===== config.mk =====
export PLATFORM = sky130hd
export DESIGN_NAME = voltage_sampler
export DESIGN_NICKNAME = d
export VERILOG_FILES = /design/src/rtl/voltage_sampler.sv
export SDC_FILE = /design/constraint.sdc
export NUM_CORES = 1
export LEC_CHECK = 0
export ABC_AREA = 1
export CELL_PAD_IN_SITES_DETAIL_PLACEMENT = 1
export CELL_PAD_IN_SITES_GLOBAL_PLACEMENT = 2
export CORE_MARGIN = 2
export CORE_UTILIZATION = 36
export CTS_BUF_LIST = sky130_fd_sc_hd__clkbuf_16
export DETAILED_ROUTE_END_ITERATION = 8
export GPL_TIMING_DRIVEN = 0
export PLACE_DENSITY_LB_ADDON = 0.1
export SLEW_MARGIN = 20
export SYNTH_ARGS = -nofsm -noshare
export SYNTH_HDL_FRONTEND = slang
export SYNTH_SLANG_ARGS = --single-unit

===== constraint.sdc =====
create_clock -name clk -period 1.8 [get_ports clk]
set_input_delay 0.27 -clock clk [delete_from_list [all_inputs] [get_ports clk]]
set_output_delay 0.27 -clock clk [all_outputs]
set_load 0.05 [all_outputs]

===== src/rtl/voltage_sampler.sv =====
// Periodic ADC0831-style serial conversion feeding the brownout detector's sample bus.
// Optional VOLTAGE_SAMPLER_AVG2_EN: output is the two-sample running average.
module voltage_sampler #(
    parameter int unsigned CLK_DIV       = 4,
    parameter int unsigned SAMPLE_PERIOD = 1000
) (
    input  logic       clk,
    input  logic       rst_n,
    input  logic       en,
    input  logic       adc_dout,
    output logic       adc_cs_n,
    output logic       adc_sclk,
    output logic [7:0] vol_out,
    output logic       bod_strobe,
    output logic       busy,
    output logic       overrun
);

    typedef enum logic [1:0] {IDLE, SETUP, SHIFT, DONE} state_t;

    localparam logic [7:0]  DIV_LAST   = 8'(CLK_DIV - 1);
    localparam logic [15:0] PER_LAST   = 16'(SAMPLE_PERIOD - 1);
    localparam logic [4:0]  PHASE_LAST = 5'd17;    // 9 sclk periods = 18 half phases

    state_t      r_state, w_state_nxt;
    logic [15:0] r_per_cnt;
    logic        r_pending;
    logic [7:0]  r_div_cnt;
    logic [4:0]  r_phase;
    logic [7:0]  r_shift;
    logic        w_tick, w_div_last, w_start, w_abort, w_done;
    logic [7:0]  w_sample;

    assign w_tick     = en && (r_per_cnt == 16'd0);
    assign w_div_last = (r_div_cnt == DIV_LAST);

    always_comb begin
        w_state_nxt = r_state;
        w_start     = 1'b0;
        w_abort     = 1'b0;
        w_done      = 1'b0;
        unique case (r_state)
            IDLE: begin
                if (r_pending && en) begin
                    w_start     = 1'b1;
                    w_state_nxt = SETUP;
                end
            end
            SETUP: begin
                if (!en)             w_abort     = 1'b1;
                else if (w_div_last) w_state_nxt = SHIFT;
            end
            SHIFT: begin
                if (!en)                                      w_abort     = 1'b1;
                else if (w_div_last && r_phase == PHASE_LAST) w_state_nxt = DONE;
            end
            DONE: begin
                if (!en) begin
                    w_abort = 1'b1;
                end else begin
                    w_done      = 1'b1;
                    w_state_nxt = IDLE;
                end
            end
            default: w_state_nxt = IDLE;
        endcase
        if (w_abort) w_state_nxt = IDLE;
    end

    always_ff @(posedge clk or negedge rst_n) begin
        if (!rst_n) r_state <= IDLE;
        else        r_state <= w_state_nxt;
    end

    // Period tick and request bookkeeping
    always_ff @(posedge clk or negedge rst_n) begin
        if (!rst_n) begin
            r_per_cnt <= 16'd0;
            r_pending <= 1'b0;
            overrun   <= 1'b0;
        end else begin
            if (!en)                      r_per_cnt <= 16'd0;
            else if (r_per_cnt == PER_LAST) r_per_cnt <= 16'd0;
            else                          r_per_cnt <= r_per_cnt + 16'd1;
            // NOTE: a tick landing on the start cycle must survive, so set has priority over clear.
            if (w_tick)                  r_pending <= 1'b1;
            else if (w_start || w_abort) r_pending <= 1'b0;
            if (w_tick && r_pending) overrun <= 1'b1;
        end
    end

    always_ff @(posedge clk or negedge rst_n) begin
        if (!rst_n) begin
            adc_cs_n   <= 1'b1;
            adc_sclk   <= 1'b0;
            busy       <= 1'b0;
            bod_strobe <= 1'b0;
            vol_out    <= 8'd0;
            r_div_cnt  <= 8'd0;
            r_phase    <= 5'd0;
            r_shift    <= 8'd0;
        end else begin
            bod_strobe <= 1'b0;
            if (w_start) begin
                adc_cs_n  <= 1'b0;
                busy      <= 1'b1;
                r_div_cnt <= 8'd0;
            end else if (w_abort) begin
                adc_cs_n <= 1'b1;
                adc_sclk <= 1'b0;
                busy     <= 1'b0;
            end else if (r_state == SETUP) begin
                if (w_div_last) begin
                    r_div_cnt <= 8'd0;
                    r_phase   <= 5'd0;
                    adc_sclk  <= 1'b1;
                    r_shift   <= {r_shift[6:0], adc_dout};
                end else begin
                    r_div_cnt <= r_div_cnt + 8'd1;
                end
            end else if (r_state == SHIFT) begin
                if (w_div_last) begin
                    r_div_cnt <= 8'd0;
                    if (r_phase != PHASE_LAST) begin
                        r_phase  <= r_phase + 5'd1;
                        adc_sclk <= ~adc_sclk;
                        // Nine samples into eight bits: the null bit falls off the top.
                        if (!adc_sclk) r_shift <= {r_shift[6:0], adc_dout};
                    end
                end else begin
                    r_div_cnt <= r_div_cnt + 8'd1;
                end
            end else if (w_done) begin
                adc_cs_n   <= 1'b1;
                adc_sclk   <= 1'b0;
                busy       <= 1'b0;
                bod_strobe <= 1'b1;
                vol_out    <= w_sample;
            end
        end
    end

`ifdef VOLTAGE_SAMPLER_AVG2_EN
    logic [7:0] r_hist;
    logic       r_hist_vld;
    logic [8:0] w_sum;

    assign w_sum    = {1'b0, r_hist} + {1'b0, r_shift};
    assign w_sample = r_hist_vld ? w_sum[8:1] : r_shift;

    always_ff @(posedge clk or negedge rst_n) begin
        if (!rst_n) begin
            r_hist     <= 8'd0;
            r_hist_vld <= 1'b0;
        end else if (w_done) begin
            r_hist     <= r_shift;
            r_hist_vld <= 1'b1;
        end else if (w_abort) begin
            r_hist_vld <= 1'b0;
        end
    end
`else
    assign w_sample = r_shift;
`endif

endmodule


==> impl_metrics.toml <==
[timing]
max_freq_ghz = 0.582
finalHoldViolCount = 0
finalSetupViolCount = 0
fin_crit_ns = 1.72
tightest_slew_ns = 0.706
fin_tns_setup_ns = 0
period_share_pct = 95.5
slew_viol_final = 0
whs_ns = 0.0128
max_slew_margin_pct = 53.0
finClkSkew_ns = 0.00879
rsz0062_at_grt = "false"

[grt]
grt_use_total_pct = 16.4
grt_pass1_vias = 2388
grt_pass1_wl_um = 11600
grt_antenna_before_repair = 0
grt_max_degree = 54
overflow = 0

[placed_design]
dp_hpwl_um = 4800
routabilityCongestion = 0.798
io_buffers = 15

[setup_path]
cp.required_ns = 1.53
path_class = "reg2out"
crit_fanout = 2
critPathTopFamily = "buffers and inverters"
critPathMaxStageDelay_ns = 0.80
slowest_stage = "clkdlybuf4s50_1"
cp-end-kind = "output port"
startpoint_type = "register"
critPathArrivalTime_ns = 1.45
crit_buf_inv = 1
cp_cell_sequence = "clkdlybuf4s50_1"

[clock_tree]
cts_hold_buf = 0
clock_latency_ns = 0.29
post-cts-setup-buffers = 0
cts.sinks = 53
clockBufferDepth = 2
htree_num_levels = 2
cts_made_buffers = 5
cts_tree = "done"
clk_pin_slew_ns = 0.08
clockRootBuffer = "clkbuf_16"

[synth]
ys_types = 30
synthCells = 369
yosysSeqAreaShare_pct = 45.2
synth_top_area_share_pct = 44.3
synth.ff_latch_count = 53
async_flop_share_pct = 100
synth_fp_nets = 383
avgSynthCellArea_um2 = 7.95
synth_top_area_cell = "dfrtp_1"
synthFlopType = "dfrtp_1"
synth_edf_count = 0
yosys-top-cells-area = "dfrtp_1 44%, nand2_1 13%, nor2_1 6.0%"
syn_area_um2 = 2940
yosysWarnings = 0

[finish]
seqCellArea_um2 = 1330
area_growth_pct = 15.9
multi_input_area_um2 = 1410
nNetsFinal = 405
final_cell_mix = "97 x nand2_1, 52 x dfrtp_1, 46 x nor2_1"
diodes = 0
drive_gt1_share_pct = 10.7
post-route-util_pct = 43.6
mostFrequentLayoutCell = "nand2_1"
fillers = 953

[route]
vias = 2410
routed_wl_um = 6720
first_pass_iters = 4
ant_nets = 0
drc_errors = 0
routedWlPerCell_um = 13.6
via_per_inst = 4.88
drtIter0Drc = 107

[floorplan]
die_area_um2 = 8890
die_y_um = 94.3
die_w_um = 94.3
core_um2 = 7810
fp-row-count = 32
ios = 17
floorplan.initialDensity_pct = 37.6

[power_and_ir_drop]
ir_drop_uv = 670
pwr_density_cell_nw_per_um2 = 1480
leakage_uw = 0.00163

[run_status]
outcome = "complete, no violations"

[hold_path]
worstHoldPathType = "in2async"

[flow_run]
maxCapViolations = 0
state kept, by name (all words and copies together) (netlist names):
signal	flops
overrun	1
busy	1
r_per_cnt	16
r_pending	1
r_shift	8
vol_out	8
adc_sclk	1
adc_cs_n	1
r_div_cnt	8
bod_strobe	1
r_phase	5
r_state	2
Yosys cell counts, types with 3 or more instances:
master     n
inv_1     46
nand4_1   21
nand2_1  100
o21ai_0   16
o21ai_2    4
nor3_1     7
nand3_1   25
xor2_1    10
buf_6      3
nor2_1    47
dfrtp_1   52
ha_1      10
repair_timing:
action / CTS / global route
resized for setup: 7 / 11
setup endpoints to repair: 13 / 17
pin swaps: 0 / 1
layout make-up:
class                      count  area share (%)
tap                          102            3.75
clock buffer                   5            3.68
inverter                      49            5.48
buffer                         6            1.69
timing repair buffer          15            4.26
clock inverter                 3           0.735
sequential                    53            39.0
multi-input combinational    261            41.4
final timing paths:
path                                   startpoint  depth (start not counted)                      to  slack [ns]
max                        vol_out[6]$_DFFE_PN0P_                          1              vol_out[6]        0.08
max reg2reg                r_state[1]$_DFFE_PN0P_                         10  r_phase[1]$_DFFE_PN0P_        0.14
min in group clk                               en                          3  r_per_cnt[8]$_DFF_PN0_        0.27
min reg2reg                r_per_cnt[0]$_DFF_PN0_                          1  r_per_cnt[0]$_DFF_PN0_        0.48
min                                         rst_n                          1  r_per_cnt[7]$_DFF_PN0_        0.01
max in group asynchronous                   rst_n                          1  r_shift[6]$_DFFE_PN0P_        1.30
report_power, final:
group / internal, uW / switching [uW]
logic: 787 / 1550
registers: 1480 / 219
clock network: 524 / 460
total: 2790 / 2230
cells by family after synthesis:
| family | Yosys count | share of synthesized area [%] |
|---|---|---|
| xor gates and xnor gates | 10 | 2.98 |
| DFF | 53 | 45.2 |
| adders and majority gates | 10 | 4.26 |
| AOI/OAI and AO/OA | 27 | 5.37 |
| buffers and inverters | 55 | 8.10 |
| and+or+nand+nor | 214 | 34.1 |
metrics by stage:
stage	power, uW	cell area (um2)	setup slack [ns]	cells
floorplan	3400	2940	0.303	369
global placement	3960	3210	-1.34	486
detailed placement	4010	3210	-0.0508	486
CTS	5050	3380	0.0392	494
global route	5420	3400	0.0134	494
finish	5020	3400	0.0819	494
per-layer routing:
metal | vias up | share of wire (%) | track usage, %
met4 | 0 | 0.54 | 3.62
met3 | 2 | 1.6 | 2.65
met1 | 1153 | 56 | 25.5
li1 | 1231 | - | -
met5 | - | 0 | 0
met2 | 24 | 42 | 23.9
Note: power is estimated with default switching activity, not from simulation.
